`src/rtl/inlet_dose_sequencer_if.sv`:
```
// inlet_dose_sequencer_if: host-side start/abort/dose-length bus and valve/pump/status outputs.
interface inlet_dose_sequencer_if #(parameter int CNT_W = 16);
  logic             start_i;
  logic             abort_i;
  logic [CNT_W-1:0] dose1_len_i;
  logic [CNT_W-1:0] dose2_len_i;
  logic [CNT_W-1:0] dose3_len_i;
  logic             valve_soln1_o;
  logic             valve_soln2_o;
  logic             valve_soln3_o;
  logic             pump_en_o;
  logic             busy_o;
  logic             done_o;
  logic             aborted_o;
  modport master (
    output start_i, abort_i, dose1_len_i, dose2_len_i, dose3_len_i,
    input  valve_soln1_o, valve_soln2_o, valve_soln3_o, pump_en_o, busy_o, done_o, aborted_o
  );
  modport slave (
    input  start_i, abort_i, dose1_len_i, dose2_len_i, dose3_len_i,
    output valve_soln1_o, valve_soln2_o, valve_soln3_o, pump_en_o, busy_o, done_o, aborted_o
  );
endinterface

```
`src/rtl/inlet_dose_sequencer.sv`:
```
// inlet_dose_sequencer: timed dose/settle/flush sequencer for the three inlet valves and pump.
// Define INLET_SEQ_BREAK_GAP_EN to insert a one-cycle all-closed GAP between valve-open phases.
module inlet_dose_sequencer #(
  parameter int CNT_W      = 16,
  parameter int SETTLE_CYC = 300,
  parameter int FLUSH_CYC  = 64
) (
  input  logic                   clk,
  input  logic                   rst_n,
  inlet_dose_sequencer_if.slave  bus
);
  localparam logic [2:0] IDLE   = 3'd0;
  localparam logic [2:0] DOSE1  = 3'd1;
  localparam logic [2:0] DOSE2  = 3'd2;
  localparam logic [2:0] DOSE3  = 3'd3;
  localparam logic [2:0] SETTLE = 3'd4;
  localparam logic [2:0] FLUSH  = 3'd5;
`ifdef INLET_SEQ_BREAK_GAP_EN
  localparam logic [2:0] GAP    = 3'd6;
  logic [2:0] tgt_q, tgt_d;
`endif
  logic [2:0]       state_q, state_d, nxt, succ;
  logic [CNT_W-1:0] cnt_q, cnt_d;
  logic [CNT_W-1:0] len1_q, len1_d, len2_q, len2_d, len3_q, len3_d;
  logic             aborted_q, aborted_d, done_q, done_d, go, is_dose;
  logic [3:0]       drv_q, drv_d;
  function automatic logic [CNT_W-1:0] m1(input logic [CNT_W-1:0] x);
    return (x == '0) ? '0 : x - 1'b1;
  endfunction
  always_comb begin
    state_d   = state_q;
    len1_d    = len1_q;
    len2_d    = len2_q;
    len3_d    = len3_q;
    aborted_d = aborted_q;
    cnt_d     = (cnt_q == '0) ? '0 : cnt_q - 1'b1;
    is_dose   = state_q inside {DOSE1, DOSE2, DOSE3};
    succ      = state_q == DOSE1 ? DOSE2 : state_q == DOSE2 ? DOSE3 :
                state_q == DOSE3 ? SETTLE : state_q == SETTLE ? FLUSH : IDLE;
`ifdef INLET_SEQ_BREAK_GAP_EN
    tgt_d = tgt_q;
    if (state_q == GAP) succ = tgt_q;
`endif
    go  = 1'b0;
    nxt = IDLE;
    if (state_q == IDLE) begin
      if (bus.start_i && !bus.abort_i) begin
        go        = 1'b1;
        nxt       = DOSE1;
        len1_d    = bus.dose1_len_i;
        len2_d    = bus.dose2_len_i;
        len3_d    = bus.dose3_len_i;
        aborted_d = 1'b0;
      end
    end else if (bus.abort_i && state_q != FLUSH) begin
      go        = 1'b1;
      aborted_d = 1'b1;
`ifdef INLET_SEQ_BREAK_GAP_EN
      nxt   = (is_dose || (state_q == GAP && tgt_q != FLUSH)) ? GAP : FLUSH;
      tgt_d = FLUSH;
`else
      nxt = FLUSH;
`endif
    end else if (cnt_q == '0) begin
      go = 1'b1;
`ifdef INLET_SEQ_BREAK_GAP_EN
      nxt   = is_dose ? GAP : succ;
      tgt_d = succ;
`else
      nxt = succ;
`endif
    end
    if (go) begin
      state_d = nxt;
      cnt_d   = nxt == DOSE1  ? m1(len1_d) : nxt == DOSE2 ? m1(len2_d) : nxt == DOSE3 ? m1(len3_d) :
                nxt == SETTLE ? CNT_W'(SETTLE_CYC - 1) : nxt == FLUSH ? CNT_W'(FLUSH_CYC - 1) : '0;
    end
    // Outputs are registered from the next state so they line up with the state register; zero-length doses keep their valve shut.
    drv_d  = {(state_d == DOSE1 && len1_d != '0) || state_d == FLUSH,
              state_d == DOSE2 && len2_d != '0,
              state_d == DOSE3 && len3_d != '0,
              state_d != IDLE};
    done_d = state_q == FLUSH && state_d == IDLE;
  end
  always_ff @(posedge clk or negedge rst_n) begin
    if (!rst_n) begin
      state_q   <= IDLE;
      cnt_q     <= '0;
      len1_q    <= '0;
      len2_q    <= '0;
      len3_q    <= '0;
      aborted_q <= 1'b0;
      done_q    <= 1'b0;
      drv_q     <= '0;
`ifdef INLET_SEQ_BREAK_GAP_EN
      tgt_q     <= IDLE;
`endif
    end else begin
      state_q   <= state_d;
      cnt_q     <= cnt_d;
      len1_q    <= len1_d;
      len2_q    <= len2_d;
      len3_q    <= len3_d;
      aborted_q <= aborted_d;
      done_q    <= done_d;
      drv_q     <= drv_d;
`ifdef INLET_SEQ_BREAK_GAP_EN
      tgt_q     <= tgt_d;
`endif
    end
  end
  assign bus.valve_soln1_o = drv_q[3];
  assign bus.valve_soln2_o = drv_q[2];
  assign bus.valve_soln3_o = drv_q[1];
  assign bus.pump_en_o     = drv_q[0];
  assign bus.busy_o        = drv_q[0];
  assign bus.done_o        = done_q;
  assign bus.aborted_o     = aborted_q;
endmodule

```
`src/flat_wrapper.sv`:
```
// flat-port wrapper written by rule: the top's interface ports become plain ports
module inlet_dose_sequencer_flat 
#(
  parameter int CNT_W      = 16,
  parameter int SETTLE_CYC = 300,
  parameter int FLUSH_CYC  = 64
)
  (clk, rst_n, bus_start_i, bus_abort_i, bus_dose1_len_i, bus_dose2_len_i, bus_dose3_len_i, bus_valve_soln1_o, bus_valve_soln2_o, bus_valve_soln3_o, bus_pump_en_o, bus_busy_o, bus_done_o, bus_aborted_o);
  inlet_dose_sequencer_if #(.CNT_W(CNT_W)) bus_i ();
  input  logic clk;
  input  logic rst_n;
  input wire logic [$bits(bus_i.start_i)-1:0] bus_start_i;
  input wire logic [$bits(bus_i.abort_i)-1:0] bus_abort_i;
  input wire logic [$bits(bus_i.dose1_len_i)-1:0] bus_dose1_len_i;
  input wire logic [$bits(bus_i.dose2_len_i)-1:0] bus_dose2_len_i;
  input wire logic [$bits(bus_i.dose3_len_i)-1:0] bus_dose3_len_i;
  output wire logic [$bits(bus_i.valve_soln1_o)-1:0] bus_valve_soln1_o;
  output wire logic [$bits(bus_i.valve_soln2_o)-1:0] bus_valve_soln2_o;
  output wire logic [$bits(bus_i.valve_soln3_o)-1:0] bus_valve_soln3_o;
  output wire logic [$bits(bus_i.pump_en_o)-1:0] bus_pump_en_o;
  output wire logic [$bits(bus_i.busy_o)-1:0] bus_busy_o;
  output wire logic [$bits(bus_i.done_o)-1:0] bus_done_o;
  output wire logic [$bits(bus_i.aborted_o)-1:0] bus_aborted_o;
  assign bus_i.start_i = bus_start_i;
  assign bus_i.abort_i = bus_abort_i;
  assign bus_i.dose1_len_i = bus_dose1_len_i;
  assign bus_i.dose2_len_i = bus_dose2_len_i;
  assign bus_i.dose3_len_i = bus_dose3_len_i;
  assign bus_valve_soln1_o = bus_i.valve_soln1_o;
  assign bus_valve_soln2_o = bus_i.valve_soln2_o;
  assign bus_valve_soln3_o = bus_i.valve_soln3_o;
  assign bus_pump_en_o = bus_i.pump_en_o;
  assign bus_busy_o = bus_i.busy_o;
  assign bus_done_o = bus_i.done_o;
  assign bus_aborted_o = bus_i.aborted_o;
  inlet_dose_sequencer #(.CNT_W(CNT_W), .SETTLE_CYC(SETTLE_CYC), .FLUSH_CYC(FLUSH_CYC)) u_core (.clk(clk), .rst_n(rst_n), .bus(bus_i));
endmodule
```
`config.mk`:
```
export PLATFORM = sky130hd
export DESIGN_NAME = inlet_dose_sequencer_flat
export DESIGN_NICKNAME = d
export VERILOG_FILES = /design/src/rtl/inlet_dose_sequencer_if.sv /design/src/rtl/inlet_dose_sequencer.sv /design/src/flat_wrapper.sv
export SDC_FILE = /design/constraint.sdc
export NUM_CORES = 1
export LEC_CHECK = 0
export ABC_AREA = 1
export CAP_MARGIN = 20
export CORE_ASPECT_RATIO = 1.2
export CORE_MARGIN = 4
export CORE_UTILIZATION = 45
export CTS_CLUSTER_SIZE = 25
export DETAILED_ROUTE_END_ITERATION = 7
export GPL_TIMING_DRIVEN = 1
export PLACE_DENSITY = 0.74
export SLEW_MARGIN = 0
export SYNTH_ARGS = -nofsm -noshare
export SYNTH_HDL_FRONTEND = slang
export SYNTH_SLANG_ARGS = --single-unit
```
`constraint.sdc`:
```
create_clock -name clk -period 2.9 [get_ports clk]
set_clock_uncertainty 0.15 [all_clocks]
set_input_delay 0.58 -clock clk [delete_from_list [all_inputs] [get_ports clk]]
set_output_delay 0.58 -clock clk [all_outputs]
set_load 0.05 [all_outputs]
```
Yosys cells after proc, flatten, opt, wreduce, memory -nomap -nowiden
Cells that the tools add are included.
{ "word_totals": {"register_bits": 73, "in_bits": 52, "out_inout_bits": 7, "wordCells": 80} }
{ "op_classes": {"n_addsub": 4, "n_eq_ne": 16, "mux": 32, "n_reduce_logical": 20} }
{ "op_table": {"columns": ["operator", "count"], "rows": [
  ["two-way mux 16 bit", 15],
  ["zero test 16 bit", 4],
  ["subtractor 16 x 1 -> 16 bit, second input constant", 4],
  ["nonzero test 16 bit", 3],
  ["two-way mux 3 bit", 8],
  ["== test 3 x 2 -> 1 bit, second input constant", 6],
  ["== test 3 bit, second input constant", 5],
  ["== test 3 x 1 -> 1 bit, second input constant", 3],
  ["two-way mux 1 bit", 8],
  ["logical AND 1 bit", 6],
  ["zero test 3 bit", 2],
  ["two-way mux 6 bit", 1],
  ["!= test 3 bit, second input constant", 1],
  ["nonzero test 3 bit", 1],
  ["!= test 2 bit, second input constant", 1],
  ["AND reduction 2 bit", 1],
  ["nonzero test 2 bit", 1],
  ["zero test 1 bit", 1],
  ["logical OR 1 bit", 1]
]} }

Logic depth before layout (Yosys ltp)
Gate-level depths: netlist (run 1).
{ "logic_depth": {"ltp_word": 15, "depth_mapped": 16, "mapped_depth_nobuf": 14} }

Worst setup path before layout (run 1)
No wires, ideal clock.
{ "synth_path": {"kind": "input port to flip-flop", "from": "input port bus_abort_i", "to": "register u_core.cnt_q[14]", "setup_time_ns": 0.130, "arrival_time_ns": 2.246, "required_time_ns": 2.620, "slack_ns": 0.374, "stages": 15, "path_buffers": 2, "path_cell_list": "inv_1 -> nand2_1 -> nor2_8 -> buf_6 -> buf_4 -> nand2_1 -> o21ai_2 -> ha_1 -> nand3_1 -> nor2_1 -> nand3_1 -> nand2_1 -> nand2_1 -> nand2_1 -> nand4_1"} }
{ "synth_between": {"elab_chain_len": 10, "word_cells_on_any_way": 31, "cone_classes": "3 x add/sub; 3 x eq/ne; 19 x mux; 6 x reduce/logical"} }
{ "synth_lines": {"columns": ["element", "line_no", "rtl"], "rows": [
  ["start, declared", "flat_wrapper.sv:13", "input wire logic [$bits(bus_i.abort_i)-1:0] bus_abort_i;"],
  ["zero test 1 bit", "inlet_dose_sequencer.sv:47", "if (bus.start_i && !bus.abort_i) begin"],
  ["logical AND 1 bit", "inlet_dose_sequencer.sv:47", null],
  ["two-way mux 16 bit", "inlet_dose_sequencer.sv:47", null],
  ["two-way mux 16 bit", "inlet_dose_sequencer.sv:46", "if (state_q == IDLE) begin"],
  ["subtractor 16 x 1 -> 16 bit or zero test 16 bit (tied branches)", "inlet_dose_sequencer.sv:28", "return (x == '0) ? '0 : x - 1'b1;"],
  ["two-way mux 16 bit", "inlet_dose_sequencer.sv:28", null],
  ["two-way mux 16 bit (3 in a row)", "inlet_dose_sequencer.sv:75", "cnt_d = nxt == DOSE1 ? m1(len1_d) : nxt == DOSE2 ? m1(len2_d) : nxt == DOSE3 ? m1(len3_d) :"],
  ["two-way mux 16 bit (*)", "inlet_dose_sequencer.sv:73", "if (go) begin"],
  ["via u_core.cnt_d[14]", "inlet_dose_sequencer.sv:23", "logic [CNT_W-1:0] cnt_q, cnt_d;"],
  ["end signal, assigned", "inlet_dose_sequencer.sv:100", "cnt_q <= cnt_d;"],
  ["end, declared", "inlet_dose_sequencer.sv:23", null]
]} }
Mark *: on every way through the listed nets, which the timed path passes. The rest lies on a longest branch.
A chain may end at the register's enable or synchronous reset.

Worst setup path in the final report (run 1)
{ "layout_path": {"from": "input port bus_start_i", "to": "register u_core.cnt_q[5]"} }
{ "layout_between": {"elab_chain_len": 10, "word_cells_on_any_way": 31, "cone_classes": "3 x add/sub; 5 x eq/ne; 19 x mux; 4 x reduce/logical"} }
{ "layout_lines": {"columns": ["element", "line_no", "rtl"], "rows": [
  ["start, declared", "flat_wrapper.sv:12", "input wire logic [$bits(bus_i.start_i)-1:0] bus_start_i;"],
  ["logical AND 1 bit (*)", "inlet_dose_sequencer.sv:47", null],
  ["parallel branches: the longest is 8 deep, another holds subtractor 16 x 1 -> 16 bit", null, null],
  ["two-way mux 16 bit (*)", "inlet_dose_sequencer.sv:73", null],
  ["via u_core.cnt_d[5]", "inlet_dose_sequencer.sv:23", null]
]} }
Mark *: on every way through the listed nets, which the timed path passes.

==> impl_metrics.env, run 1 <==
export IMPL_outcome="finished, final reports clean"
export IMPL_synth_main_ff_cell="dfrtp_1"
export IMPL_synth_edf_count=0
export IMPL_ctsRootBufferMaster="clkbuf_16"
export IMPL_drc=0
export IMPL_grt_pass1_wl_mm=28.4
export IMPL_min_path_type="in2async"
export IMPL_row_count=44
export IMPL_finalMaxSlewViolations=0
export IMPL_core_area_mm2=0.0122
export IMPL_power_leakage_uw=0.00430
export IMPL_grt_usage=0.238
export IMPL_grt_max_degree=74
export IMPL_dieHeight_um=131
export IMPL_final_setup_worst_slack_ns=0.148
export IMPL_fin_nets=1139
export IMPL_fmax_mhz=363
export IMPL_ff2ff_setup_slack_ns=0.18
export IMPL_cts_tree="built"
export IMPL_slowest_stage="clkdlybuf4s50_1"
export IMPL_total_power_uw=2460
export IMPL_synth_nets=963
export IMPL_overflow=0
export IMPL_hold_viol=0
export IMPL_ys_warn_count=0
export IMPL_dp_cells=1225
export IMPL_path_cells="clkdlybuf4s50_1 -> inv_2 -> nor2_4 -> buf_4 -> buf_4 -> nand4_1 -> nand2_1 -> nand2_1 -> clkinv_1 -> nand2_1 -> nor2_1 -> nand2_2 -> nand3_1 -> nand2_1 -> nor2_1 -> nand3_1"
export IMPL_die_area_mm2=0.0145
export IMPL_synth_seq_cells=73
export IMPL_layout_drive_gt1_share=0.182
export IMPL_reg2reg_depth=14
export IMPL_drt_wl_total_mm=17.5
export IMPL_dr_pass1_iters=5
export IMPL_antenna_left=0
export IMPL_ys_top_cells_by_area="dfrtp_1 (32%), nand2_1 (23%), inv_1 (9.0%), nand3_1 (5.8%), nor2_1 (5.7%)"
export IMPL_max_stage_delay_ns=0.53
export IMPL_cp_end_kind="register"
export IMPL_synth_seq_area_share=0.321
export IMPL_peakVddDrop_v=0.000277
export IMPL_crit_top_cell="nand2_1"
export IMPL_final_common_cell="nand2_1"
export IMPL_slew_limit_headroom=0.353
export IMPL_synth_cell_types=36
export IMPL_critPathKind="in2reg"
export IMPL_final_cell_mix="nand2_1 (351), inv_1 (136), buf_4 (124)"
export IMPL_period_needed_ns=2.75
export IMPL_worstSetupStartpointType="input port"
export IMPL_wire_per_inst_um=14.0
export IMPL_syn_instance_count=904
export IMPL_clk_path_buf_depth=2
export IMPL_viasPerCell=4.97
export IMPL_cts_clk_slew_worst_paths_ns=0.06
export IMPL_die_width_um=111
export IMPL_p_per_area_mw_per_mm2=321
export IMPL_dp_slack_ns=-0.367
export IMPL_r2r_end="u_core.cnt_q[5]"
export IMPL_synth_avg_cell_area_um2=6.30
export IMPL_postLayoutCoreUtil=0.628
export IMPL_antenna_found_initial=0
export IMPL_timing_rr_start="u_core.state_q[0]"
export IMPL_cts_buffers=9
export IMPL_worst_pin_slew_ns=0.970
export IMPL_vias=6194
export IMPL_finalSetupViolations=0
export IMPL_post_route_period_util=0.949
export IMPL_synth_top_area_cell="dfrtp_1"
export IMPL_holdWs_ns=0.247
export IMPL_start_util=0.466
export IMPL_maxCapViolations=0
export IMPL_synth_area_mm2=0.00570
export IMPL_first_iter_violations=370
export IMPL_synth_top_area_share=0.321
export IMPL_arrival_ns=2.82
export IMPL_numClockSinks=73
export IMPL_htree_levels=3
export IMPL_clk_latency_ns=0.34
export IMPL_finalWeightedCongestion=0.995
export IMPL_ios=59
export IMPL_ctsHoldBuffers=0
export IMPL_cp_max_fo=11
export IMPL_dp_hpwl_mm=13.5
export IMPL_area_growth_pct=34.7
export IMPL_diodes=0
export IMPL_port_buffers=58
export IMPL_first_global_vias=5953
export IMPL_final_cells=1246
export IMPL_fillCellCount=1153
export IMPL_async_reset_ff_frac=1.00
export IMPL_worstPathRequired_ns=2.97
## synth_stat cells (5+ instances only)
master and number:
nand2_1 352, inv_1 136, nor2_1 87, dfrtp_1 73
nand3_1 66, nand4_1 43, o21ai_1 23, xor2_1 15
nand2_2 14, nor2_2 13, buf_6 11, o21ai_0 9
ha_1 7, nor3_1 6, nor2_4 5
## critical path: cells and delay by family
family / cells / cell delay (ns)
buf+inv: 5 / 1.09
simple gates: 11 / 1.15
## through the flow
| step | instance area [µm²] | setup TNS (ns) |
|---|---|---|
| 2_1_floorplan | 5700 | 0 |
| 3_3_place_gp | 7260 | -4.01 |
| 3_5_place_dp | 7260 | -5.02 |
| 4_1_cts | 7560 | 0 |
| 5_1_grt | 7670 | -0.132 |
| 6_report | 7670 | 0 |
## per-layer routing
metal	vias to the layer above	share of wire	routed length, µm	global-route usage
met5	-	0	0	0
met4	0	0.027	469	0.0903
met3	36	0.054	941	0.0400
met2	184	0.49	8490	0.412
met1	2820	0.43	7570	0.298
li1	3154	-	-	-
## area by class of cell
type / count / area, µm² / share of cell area
flip-flops and latches: 73 / 1830 / 0.238
clock inverters: 3 / 40.0 / 0.00522
inverters: 141 / 529 / 0.0690
multi-input cells: 668 / 3200 / 0.417
clock buffers: 13 / 250 / 0.0326
well taps: 161 / 201 / 0.0263
repair buffers: 187 / 1620 / 0.211
## power by group
| group | leakage [µW] | internal [µW] | switching, µW |
|---|---|---|---|
| Clock | 0.000144 | 688 | 442 |
| Combinational | 0.00324 | 142 | 150 |
| Sequential | 0.000913 | 1030 | 6.34 |
| Total | 0.00430 | 1860 | 599 |
## how the worst max path moves through the flow
stage	slack, ns	to	from	cells past startpoint
after floorplan	0.37	u_core.cnt_q[14]	bus_abort_i	15
after global placement	-0.31	u_core.cnt_q[5]	bus_abort_i	16
after detailed placement	-0.37	u_core.cnt_q[11]	bus_abort_i	14
after CTS	0.04	u_core.cnt_q[5]	bus_abort_i	14
after global routing	-0.04	u_core.cnt_q[14]	bus_abort_i	16
final	0.15	u_core.cnt_q[5]	bus_start_i	16
## sequential cells by signal (all words and copies together), names as in the netlist
signal / count
u_core.drv_q: 4
u_core.state_q: 3
u_core.len3_q: 16
u_core.len1_q: 16
u_core.bus.done_o: 1
u_core.len2_q: 16
u_core.cnt_q: 16
u_core.bus.aborted_o: 1
## cells by family (layout without fill, tap and decap cells)
group / Yosys count / after routing / share of synthesized area
simple gates: 597 / 598 / 0.465
buf+inv: 164 / 344 / 0.126
flops: 73 / 73 / 0.321
compound gates: 44 / 44 / 0.0433
xor+xnor: 19 / 19 / 0.0292
fa+ha+maj: 7 / 7 / 0.0154
## repair_timing
action / CTS / global route
endpoints found under the setup margin: 1 / 15
pin swaps: 0 / 2
buffers inserted: 0 / 3
resized for setup: 1 / 15
gates cloned: 0 / 2
(Power assumes the default switching activity.)
==> inputs of run 2 (changes only) <==
--- a/config.mk
+++ b/config.mk
@@ -6,7 +6,6 @@
 export NUM_CORES = 1
 export LEC_CHECK = 0
 export ABC_AREA = 1
-export CAP_MARGIN = 20
 export CORE_ASPECT_RATIO = 1.2
 export CORE_MARGIN = 4
 export CORE_UTILIZATION = 45
==> results of run 2 <==
No change in the layout: final DEF, timing and power equal those of run 1.
